`src/rtl/vend_ctrl_multi.sv`:
```
// Multi-item vending controller: one credit accumulator, per-item price table,
// unit-by-unit change return, cancel/refund and an inactivity timeout.
module vend_ctrl_multi #(
    parameter int                           NUM_ITEMS   = 4,
    parameter int                           PRICE_W     = 4,
    parameter logic [NUM_ITEMS*PRICE_W-1:0] PRICE_TABLE = {4'd6, 4'd5, 4'd4, 4'd3},
    parameter int                           CREDIT_W    = 5,
    parameter int                           TIMEOUT_CYC = 1000
) (
    input  logic                         clock,
    input  logic                         reset,
    input  logic [NUM_ITEMS-1:0]         item_sel,
    input  logic                         rs_5_in,
    input  logic                         rs_10_in,
    input  logic                         cancel,
    output logic                         coin_accept,
    output logic                         dispense,
    output logic [$clog2(NUM_ITEMS)-1:0] item_id,
    output logic                         rs_5_out,
    output logic [CREDIT_W-1:0]          credit,
    output logic                         sel_err
);
    localparam int ID_W  = $clog2(NUM_ITEMS);
    localparam int TMR_W = $clog2(TIMEOUT_CYC + 1);

    function automatic int max_price();
        int m;
        m = 0;
        for (int i = 0; i < NUM_ITEMS; i++) begin
            if (int'(PRICE_TABLE[i*PRICE_W +: PRICE_W]) > m)
                m = int'(PRICE_TABLE[i*PRICE_W +: PRICE_W]);
        end
        return m;
    endfunction

    localparam int MAX_PRICE = max_price();

    // Worst case credit is price-1 plus a simultaneous 5+10 coin pair.
    if (MAX_PRICE + 2 >= (1 << CREDIT_W)) begin : g_credit_w_check
        $error("CREDIT_W too narrow for the largest price in PRICE_TABLE");
    end

    typedef enum logic [2:0] {IDLE, COLLECT, DISPENSE, CHANGE, REFUND} state_t;

    state_t              state, state_nxt;
    logic [PRICE_W-1:0]  price, price_nxt;
    logic [ID_W-1:0]     idx, idx_nxt;
    logic [CREDIT_W-1:0] change, change_nxt;
    logic [TMR_W-1:0]    timer, timer_nxt;
    logic                phase, phase_nxt;

    logic [CREDIT_W-1:0] credit_nxt, coin_units, credit_add;
    logic [ID_W-1:0]     item_id_nxt, sel_idx;
    logic [PRICE_W-1:0]  sel_price;
    logic                dispense_nxt, rs_5_nxt, sel_err_nxt, coin_accept_nxt;
    logic                sel_onehot, coin_seen;

    always_comb begin
        sel_idx   = '0;
        sel_price = '0;
        for (int i = 0; i < NUM_ITEMS; i++) begin
            if (item_sel[i]) begin
                sel_idx   = ID_W'(i);
                sel_price = PRICE_TABLE[i*PRICE_W +: PRICE_W];
            end
        end
    end

    assign sel_onehot = (item_sel != '0) &&
                        ((item_sel & (item_sel - NUM_ITEMS'(1))) == '0);
    // {rs_10, rs_5} read as a binary number is exactly the units added.
    assign coin_units = CREDIT_W'({rs_10_in, rs_5_in});
    assign credit_add = credit + coin_units;
    assign coin_seen  = rs_5_in | rs_10_in;

    always_comb begin
        state_nxt    = state;
        price_nxt    = price;
        idx_nxt      = idx;
        change_nxt   = change;
        timer_nxt    = timer;
        phase_nxt    = phase;
        credit_nxt   = credit;
        dispense_nxt = 1'b0;
        rs_5_nxt     = 1'b0;
        sel_err_nxt  = 1'b0;

        case (state)
            IDLE: begin
                if (sel_onehot) begin
                    idx_nxt    = sel_idx;
                    price_nxt  = sel_price;
                    timer_nxt  = '0;
                    credit_nxt = '0;
                    state_nxt  = COLLECT;
                end else if (item_sel != '0) begin
                    sel_err_nxt = 1'b1;
                end
            end
            COLLECT: begin
                credit_nxt = credit_add;
                timer_nxt  = coin_seen ? '0 : timer + TMR_W'(1);
                if (cancel) begin
                    state_nxt = REFUND;
                end else if (credit_add >= CREDIT_W'(price)) begin
                    state_nxt    = DISPENSE;
                    dispense_nxt = 1'b1;
                end else if (!coin_seen && timer == TMR_W'(TIMEOUT_CYC - 1)) begin
                    state_nxt = REFUND;
                end
            end
            DISPENSE: begin
                change_nxt = credit - CREDIT_W'(price);
                credit_nxt = '0;
                phase_nxt  = 1'b0;
                state_nxt  = (credit == CREDIT_W'(price)) ? IDLE : CHANGE;
            end
            REFUND: begin
                change_nxt = credit;
                credit_nxt = '0;
                phase_nxt  = 1'b0;
                state_nxt  = (credit == '0) ? IDLE : CHANGE;
            end
            CHANGE: begin
                // phase 0 issues a unit pulse, phase 1 is the mandatory low gap.
                if (!phase) begin
                    if (change != '0) begin
                        rs_5_nxt   = 1'b1;
                        change_nxt = change - CREDIT_W'(1);
                        phase_nxt  = 1'b1;
                    end else begin
                        state_nxt = IDLE;
                    end
                end else begin
                    phase_nxt = 1'b0;
                    if (change == '0) state_nxt = IDLE;
                end
            end
            default: state_nxt = IDLE;
        endcase

        item_id_nxt     = dispense_nxt ? idx : '0;
        coin_accept_nxt = (state_nxt == COLLECT);
    end

    always_ff @(posedge clock or posedge reset) begin
        if (reset) begin
            state       <= IDLE;
            price       <= '0;
            idx         <= '0;
            change      <= '0;
            timer       <= '0;
            phase       <= 1'b0;
            credit      <= '0;
            coin_accept <= 1'b0;
            dispense    <= 1'b0;
            item_id     <= '0;
            rs_5_out    <= 1'b0;
            sel_err     <= 1'b0;
        end else begin
            state       <= state_nxt;
            price       <= price_nxt;
            idx         <= idx_nxt;
            change      <= change_nxt;
            timer       <= timer_nxt;
            phase       <= phase_nxt;
            credit      <= credit_nxt;
            coin_accept <= coin_accept_nxt;
            dispense    <= dispense_nxt;
            item_id     <= item_id_nxt;
            rs_5_out    <= rs_5_nxt;
            sel_err     <= sel_err_nxt;
        end
    end
endmodule
```
`config.mk`:
```
export PLATFORM = sky130hd
export DESIGN_NAME = vend_ctrl_multi
export DESIGN_NICKNAME = d
export VERILOG_FILES = /design/src/rtl/vend_ctrl_multi.sv
export SDC_FILE = /design/constraint.sdc
export NUM_CORES = 1
export LEC_CHECK = 0
export CAP_MARGIN = 30
export CORE_AREA = 2 2 68 118
export DETAILED_ROUTE_END_ITERATION = 16
export DIE_AREA = 0 0 70 120
export PLACE_DENSITY = 0.43
export REMOVE_ABC_BUFFERS = 1
export SETUP_SLACK_MARGIN = 0.2
export SLEW_MARGIN = 20
export SYNTH_ARGS = -nofsm -noshare
export SYNTH_HDL_FRONTEND = slang
export SYNTH_SLANG_ARGS = --single-unit
```
`constraint.sdc`:
```
create_clock -name clock -period 3.7 [get_ports clock]
set_input_delay 1.11 -clock clock [delete_from_list [all_inputs] [get_ports clock]]
set_output_delay 1.11 -clock clock [all_outputs]
set_load 0.05 [all_outputs]
```
Word-level counts from Yosys, hierarchy flattened

Index checks and enable logic that the tools add are counted.

Output and inout port bits: 11
Logic and storage cells: 84
Register bits: 36
Input port bits: 9

Add/subtract/negate cells: 5
Muxes and demuxes: 36
Magnitude comparators: 1
Bitwise operators: 2
Reduce and logical (&&, ||, !) cells: 18
Equal/unequal tests: 10

Operators with widths:

| cell                  | number |
|---|---|
| $pmux 5 s3            | 2 |
| $mux 3                | 7 |
| $mux 10               | 2 |
| $pmux 10 s2           | 1 |
| $mux 5                | 3 |
| $pmux 3 s5            | 1 |
| $mux 2                | 6 |
| $mux 4                | 3 |
| $add 10x1->10 const B | 1 |
| $eq 10x10->1 const B  | 1 |
| $logic_not 5->1       | 2 |
| $mux 1                | 10 |
| $eq 3x1->1 const B    | 2 |
| $eq 3x2->1 const B    | 2 |
| $ne 2x2->1 const B    | 3 |
| $reduce_and 2->1      | 3 |
| $reduce_bool 3->1     | 2 |
| $add 5x2->5           | 1 |
| $eq 5x4->1            | 1 |
| $ge 5x4->1            | 1 |
| $reduce_bool 5->1     | 1 |
| $sub 5x1->5 const B   | 1 |
| $sub 5x4->5           | 1 |
| $and 4x4->4           | 1 |
| other kinds (12)      | 14 |

Depth between registers and ports, before layout

Gate-level depths: netlist of the first run.

Depth in word-level cells: 8
Mapped depth: 8
Mapped depth without buffers: 8

Worst setup path after synthesis of the first run

OpenSTA, ideal clock, no wires.

Kind: input -> register
Start point: in rs_5_in
End point: reg state[0]
Setup time: 71 ps
Slack: 590 ps
Required time: 3,629 ps
Cell stages on the path: 8
Path buffers: 0
Arrival: 3,039 ps
Path through: ha_1 > fa_1 > xor2_1 > ha_1 > a21oi_1 > nand4_1 > or4_1 > nand3_1

Longest elaborated chain between the ends: 7
Elaborated cells between the ends (all ways): 9
Classes of those cells: add/sub: 1; order compare: 1; mux: 4; bitwise: 1; reduce/logical: 2

RTL lines:

| item                                                | line | RTL |
|---|---|---|
| start, declared                                     | 13   | `input logic rs_5_in,` |
| branches (longest 4 deep; another with $add 5x2->5) | -    |  |
| $mux 3 (*)                                          | 105  | `end else if (credit_add >= CREDIT_W'(price)) begin` |
| $mux 3 (*)                                          | 103  | `if (cancel) begin` |
| $pmux 3 s5 (*)                                      | 88   | `case (state)` |
| named net state_nxt[0]                              | 45   | `state_t state, state_nxt;` |
| end signal, assigned                                | 161  | `state <= state_nxt;` |
| end, declared                                       | 45   |  |

Mark *: on every way through the listed nets, which the timed path passes.
A chain may end at the register's enable or synchronous reset.

Worst setup path after layout of the first run

Same ends and word-level chain as after synthesis.

==> run summary, run 1 <==
After filler insertion, the fill cell instance count of the layout stands at 812. The number of pins with negative max-slew slack in the final report came out at 0. In this run the count of I/O pins placed on the die edge is 20.

The logs give 0 for the post-CTS repair timing setup buffer count and 1.17 nW for the cell leakage power. Setup total negative slack on the finished layout was measured at 0 ns. The slowest stage of the critical path belongs to the cell or4_1. The signal on the critical path passes through clkdlybuf4s50_1 > ha_1 > fa_1 > xor2_1 > ha_1 > a21oi_1 > nand4_1 > or4_1 > nand3_1. The slack of the worst reg-to-reg path came out at 1.15 ns. The cell area power density is 820 nW/um2.

Prior to clock tree synthesis, the placed netlist has a worst setup slack of 0.0573 ns. The run finished with clean final reports. Grouping stages by cell kind, the critical path spends the most delay in adder cells.

The tools report the number of global-route vias before repair as 1897. The clock skew came out at 0.00558 ns. The count of antenna diodes in the layout was 0; the number of endpoints with negative hold slack in the final report was 0.

The congestion estimate from routability-driven global placement came to 0.811. In this run the core area contains 42 standard-cell rows. Data on the critical path arrives at its endpoint at 3.55 ns.

Yosys attributes the largest share of cell area to dfrtp_1 40%, ha_1 5.8%, a21oi_1 5.5%. Entering global routing, the biggest net connects 36 pins. In the layout the commonest cells are 35 x dfrtp_1, 24 x a21oi_1, 21 x o21ai_0.

For the initial antenna violation count, the log shows 0. Setup repair after global routing left no endpoint under its margin. For the worst setup path, the data required time is 3.91 ns. In the global route stage, overall resource usage came out at 14.8%. The number of buffers inserted for hold repair after clock tree synthesis is 0.

VDD sags by at most 299 uV. The first global-routing pass estimated 9630 um of wire. The worst setup path is captured at a register.

The critical path is of the in -> reg type. Port buffering added 19 buffers. The logs give 62.3% for the worst slew slack as a fraction of its limit and 0.28 ns for the clock network latency to the later pin of the worst-skew pair.

The TritonCTS sink count is 35. The die outline area is 8400 um2. The total overflow left after global routing is 0.

Number of optimization iterations in the first detailed-route pass: 4. The stage delay of the slowest cell on the critical path was 0.52 ns. In this run the critical register-to-register path is captured at state[0]. The worst hold path depth was 1.

The tightest min-delay check is of the reg -> reg type. In this design, the critical path's most frequently occurring cell is ha_1. For this run, design rule violations remaining after detail routing come to 0. The worst hold path terminates at timer[9]. The summed instance area of the synthesized netlist was 2170 um2; the count of antenna-violating nets left after detailed routing was 0. The number of DRC markers after the initial detailed-route iteration was 132; the number of flops mapped to enable cells by yosys was 0. The maximum clock frequency came out at 299 MHz.

The tools report the source of the worst hold timing path as timer[9]. The tool flagged a number of max-cap violations equal to 0. The area growth from synthesis to layout is 20.5%. Using the TritonRoute via totals, the vias-per-cell ratio works out to 5.22.

After clock tree synthesis, the repair step resized 0 gates. The proportion of register bits with asynchronous set or reset after synthesis was 100%; the total length of routed wires was 5820 um. Setup violations remaining at the end of the flow were counted as 0. The Yosys step of the flow raised 0 warnings. After technology mapping, the gate count stands at 244. The number of vias in the routed layout came out at 1865.

In this run the number of H-tree levels came out at 2. After synthesis, flip-flops and latches occupy 40.4% of the total area. In the final routed layout, each cell accounts on average for 16.3 um.

In the final layout, the multi-input gates occupy 1180 um2. The TritonCTS buffer count was 5; the peak fanout along the critical path was 2. The most common cell after layout, fill and taps aside is dfrtp_1. In this run, synthesis produced a sequential element count of 35. Top flip-flop cell by instance count after synthesis: dfrtp_1.

The net count of the finished layout is 289. Measured along the y axis, the die boundary spans 120 um. CTS placed an instance of clkbuf_16 at the clock tree root.

The half-perimeter wire length after placement was 4410 um. The worst-case clock buffer depth was 2; the final critical path time including I/O delays and setup was 3.34 ns. Register clock-pin slew on the reported worst setup and hold paths: 0.06 ns. For the initial core utilization, the log shows 29.1%. The fraction of layout cells with a size suffix above 1 works out to 7.06%. The tools report the footprint of the flip-flops and latches as 876 um2. After synthesis, the largest area contributor takes up 40.4% of total cell area. Depth of the worst register-to-register path: 8. For the pin with the worst max-slew slack, the measured transition is 0.558 ns. The run gives 0.359 ns as the worst path setup slack after routing. The synthesized design spends more area on one cell type than any other, namely dfrtp_1. TritonCTS built the clock tree.

The number of different library cells used by synthesis comes to 48. The synthesized area divided by synthesized cell count was 8.89 um2. The core box area is 7460 um2, and the critical path buffer and inverter count is 1. The die extent in x works out to 70 um. The startpoint identified for the worst register-to-register timing path is credit[0].

The worst setup path is launched from an input port. After layout, the worst path uses 90.3% of the clock period.
[where the power goes]
group          internal (mW)  leakage (nW)  switching [mW]
logic                  0.447         0.646           0.634
clock network          0.249        0.0679           0.161
registers              0.499         0.456           0.151
total                   1.19          1.17           0.946
[layout make-up]
cell class                 instances  area share [%]
multi-input combinational        184            45.3
tap                               88            4.21
clock inverter                     1           0.192
inverter                          15            2.16
clock buffer                       7            5.08
sequential                        35            33.5
timing repair buffer              27            9.58
[state kept, by name, summed over array words and instances (netlist names)]
register     count
state            3
coin_accept      1
price            3
credit           5
idx              2
dispense         1
timer           10
phase            1
item_id          2
change           5
sel_err          1
rs_5_out         1
[layer usage]
layer	routed length, um	vias to the layer above	GRT usage, %
li1	-	932	-
met1	2280	903	15.8
met2	3330	24	28.3
met3	111	6	2.52
met4	102	0	5.77
met5	0	-	0
[cells by family (layout without fill, tap and decap cells)]
group / Yosys count / count (layout) / share of synthesized area [%]
buf+inv: 25 / 50 / 5.08
flops: 35 / 35 / 40.4
xor+xnor: 5 / 5 / 2.02
compound gates: 82 / 82 / 23.9
simple gates: 83 / 83 / 20.0
mux: 2 / 2 / 0.981
fa+ha+maj: 12 / 12 / 7.62
[worst register-to-register path: cells and delay by family, from the launching register on]
| family | cells | cell delay, ns |
|---|---|---|
| xor+xnor | 1 | 0.18 |
| compound gates | 1 | 0.13 |
| flops | 1 | 0.47 |
| fa+ha+maj | 3 | 0.96 |
| simple gates | 3 | 0.76 |
[cells in the mapped netlist, types with 2 or more instances]
master	instances
a211oi_1	3
a21o_1	4
a21oi_1	24
a22o_1	4
a22oi_1	3
a31oi_1	3
and2_1	3
and3_1	4
buf_6	2
clkbuf_1	7
dfrtp_1	35
fa_1	2
ha_1	10
inv_1	15
nand2_1	18
nand2b_1	6
nand3_1	8
nand3b_1	3
nand4_1	3
nor2_1	15
nor2b_1	4
nor3_1	11
nor3_2	2
o21a_1	4
o21ai_0	21
o22ai_1	3
o31ai_1	3
xnor2_1	2
xor2_1	3
[worst max-delay path by stage]
stage | depth (start not counted) | endpoint | start
after detailed placement | 9 | state[0] | rs_5_in
after global placement | 9 | state[0] | rs_5_in
after global routing | 9 | state[0] | rs_5_in
final | 9 | state[0] | rs_5_in
after CTS | 9 | state[0] | rs_5_in
after floorplan | 8 | state[0] | rs_5_in
[through the flow]
stage | utilization, % | power (mW) | cell area (um2) | cells | hold WS (ns)
after global routing | 35.0 | 2.32 | 2610 | 357 | 0.505
after floorplan | - | 1.37 | 2110 | 234 | 0.441
after global placement | 33.2 | 1.74 | 2470 | 349 | 0.469
final | 35.0 | 2.14 | 2610 | 357 | 0.479
after detailed placement | 33.2 | 1.75 | 2470 | 349 | 0.479
after CTS | 35.0 | 2.17 | 2610 | 357 | 0.484
Note: power is estimated with default switching activity, not from simulation.
==> inputs of run 2 (changes only) <==
--- a/config.mk
+++ b/config.mk
@@ -9,6 +9,7 @@
 export CORE_AREA = 2 2 68 118
 export DETAILED_ROUTE_END_ITERATION = 16
 export DIE_AREA = 0 0 70 120
+export GPL_ROUTABILITY_DRIVEN = 0
 export PLACE_DENSITY = 0.43
 export REMOVE_ABC_BUFFERS = 1
 export SETUP_SLACK_MARGIN = 0.2
==> results of run 2 <==
The final DEF is identical to that of run 1; final timing and power are the same.
==> inputs of run 3 (changes only) <==
--- a/config.mk
+++ b/config.mk
@@ -6,11 +6,11 @@
 export NUM_CORES = 1
 export LEC_CHECK = 0
 export CAP_MARGIN = 30
-export CORE_AREA = 2 2 68 118
+export CORE_AREA = 2 2 58 101
 export DETAILED_ROUTE_END_ITERATION = 16
-export DIE_AREA = 0 0 70 120
+export DIE_AREA = 0 0 60 103
 export GPL_ROUTABILITY_DRIVEN = 0
-export PLACE_DENSITY = 0.43
+export PLACE_DENSITY = 0.56
 export REMOVE_ABC_BUFFERS = 1
 export SETUP_SLACK_MARGIN = 0.2
 export SLEW_MARGIN = 20
==> run 3 against run 2 <==
Combinational power hardly changed. Die area is 26% lower. Critical path depth stayed put. Sequential cell count stayed put. Via count is 2.0% higher. Cell area is 1.2% lower. Clock-buffer cell count is 2 lower. Clock power is 1% higher. Largest power group unchanged. Highest routed layer unchanged.
==> run summary, run 3 (synthesis results as in run 1) <==
The run finished with clean final reports. The run gives 35 as the TritonCTS sink count. The footprint of the flip-flops and latches is 876 um2. Leaving out fill and tap cells, the most frequent cell in the layout is dfrtp_1. The wire length per cell is 15.6 um, and the worst path setup slack after routing is 0.364 ns. The tools report the all-layer global routing usage as 19.6%.

Dividing total power by cell area gives a power density of 820 nW/um2. Counting the buffers created by CTS gives 5. The arrival time of data at the critical path endpoint came out at 3.56 ns. Number of optimization iterations in the first detailed-route pass: 4.

Hold is met by 0.484 ns. In the final layout, the share of cells above drive strength 1 is 7.12%. The tools report the clock network latency to the later pin of the worst-skew pair as 0.29 ns. The half-perimeter wire length after placement was 4070 um; the maximum vdd ir drop was 309 uV.

The worst setup path is launched from an input port. Setup repair after global routing left no endpoint under its margin. Clock tree synthesis selected as its root buffer the cell clkbuf_8. The final critical path time including I/O delays and setup was 3.34 ns; the peak fanout along the critical path was 3.

The floorplan has 36 rows. For the number of inserted filler cells in the final layout, the log shows 558. In the final layout, the registers with the most flip-flops are timer: 10 flops, change: 5 flops, credit: 5 flops. From bottom edge to top edge, the die measures 103 um. The measured slew at the worst slew-check pin was 0.579 ns.

The level count of the clock H-tree came out at 2. The worst min-delay path category was reg -> reg. TritonCTS built the clock tree.

The final cycle utilization of the critical path was 90.2%; the number of DRC markers after the initial detailed-route iteration was 67. For the DRC violation count after routing, the log shows 0. The repair_antennas step left the layout with diodes totalling 0. Number of endpoints with negative hold slack in the final report: 0. The top cell types in the final layout, fill and taps aside, are 35 x dfrtp_1, 24 x a21oi_1, 21 x o21ai_0.

The stage delay of the slowest cell on the critical path works out to 0.51 ns. In the final timing run, aggregate negative setup slack is 0 ns. The number of nets in the layout came out at 287. Across all layers, the routed design uses 1902 vias. The post-cts resize count was 0; the die outline area was 6180 um2. The initial antenna violation count was 0. Derived from the worst setup path, the maximum achievable clock frequency is 300 MHz. In this run, post-CTS hold repair placed 0 buffers.

The clock skew is 0.00459 ns, and the max-capacitance violation count is 0. The count of antenna-violating nets left after detailed routing is 0, and the die extent in x is 60 um. In this design, the critical path's most frequently occurring cell is ha_1. The run gives 5340 um as the total length of routed wires. The multi-input combinational cells in the finished layout cover a total of 1180 um2. The area added between synthesis and finish works out to 19.0%.

For this design the top-level I/O count stands at 20. The critical path class was in -> reg. The register clock-pin slew on the reported worst setup and hold paths came out at 0.08 ns.

Entering global routing, the biggest net connects 36 pins. Global routing finished with a remaining overflow of 0. The region available for standard cell placement spans 5450 um2. After clock tree synthesis, the setup repair step added 0 buffers. The data required time at the worst endpoint was 3.93 ns. The first global-routing pass estimated 9090 um of wire.

The number of global-route vias before repair came out at 1955. The number of pins with negative max-slew slack in the final report was 0. The cell with the largest stage delay on the worst path was or4_1. Timing analysis after detailed placement gives a worst setup slack of 0.0493 ns. Summed over all cells, the static leakage comes to 1.16 nW. The register with the most flip-flops in the layout has 10 of them.

Ranked by flip-flop count, first place goes to timer. The worst-case clock buffer depth is 2, and the worst slew slack as a fraction of its limit is 61.4%. The initial utilization of the core area, before any placement, comes to 39.8%.

Traced cell by cell, the critical path runs through clkdlybuf4s50_1 > ha_1 > fa_1 > xor2_1 > ha_1 > a21oi_1 > nand4_1 > or4_1 > nand3_1. Endpoint type of the worst setup path: a register. Using the TritonRoute via totals, the vias-per-cell ratio works out to 5.55. The number of endpoints failing setup at the final stage is 0.

In this run the tool buffered the top-level ports with 19 buffer cells.
## run 3: power breakdown
part           leakage [nW]  switching [mW]  total (mW)  internal, mW
clock network        0.0644           0.147       0.416         0.269
logic                 0.636           0.624        1.05         0.427
registers             0.456           0.151       0.649         0.498
total                  1.16           0.922        2.12          1.19
## run 3: per-stage QoR
stage | cell area (um2) | utilization, % | std cells | power (mW)
2_1_floorplan | 2110 | - | 234 | 1.37
3_3_place_gp | 2440 | 44.9 | 335 | 1.69
3_5_place_dp | 2440 | 44.9 | 335 | 1.71
4_1_cts | 2580 | 47.4 | 343 | 2.13
5_1_grt | 2580 | 47.4 | 343 | 2.28
6_report | 2580 | 47.4 | 343 | 2.12
## run 3: per-layer routing
layer / share of wire [%] / track usage [%] / routed length (um)
met5: 0 / 0 / 0
met4: 2.9 / 8.89 / 154
met3: 2.2 / 3.64 / 118
met2: 57 / 36.9 / 3030
met1: 38 / 20.1 / 2030
## run 3: area by class of cell
cell class,count,share of cell area (%)
inverter,15,2.18
timing repair buffer,25,9.11
multi-input combinational,184,45.8
clock inverter,3,2.62
tap,76,3.68
clock buffer,5,2.67
sequential,35,33.9
## run 3: path summary, 6_finish.rpt
kind                            from          to  slack, ns  cells after the start
max                          rs_5_in    state[0]       0.36                      9
min                         timer[9]    timer[9]       0.48                      1
max reg2reg                credit[0]    state[0]       1.11                      8
min reg2reg                 timer[9]    timer[9]       0.48                      1
max in group asynchronous      reset   credit[1]       2.16                      3
min in group asynchronous      reset  item_id[0]       1.22                      3
## run 3: worst max-delay path: cells and delay by family
family                     cells  cell delay (ns)
AOI/OAI and AO/OA              1             0.14
xor gates and xnor gates       1             0.18
adders and majority gates      3             0.96
buffers and inverters          1             0.42
and+or+nand+nor                3             0.75
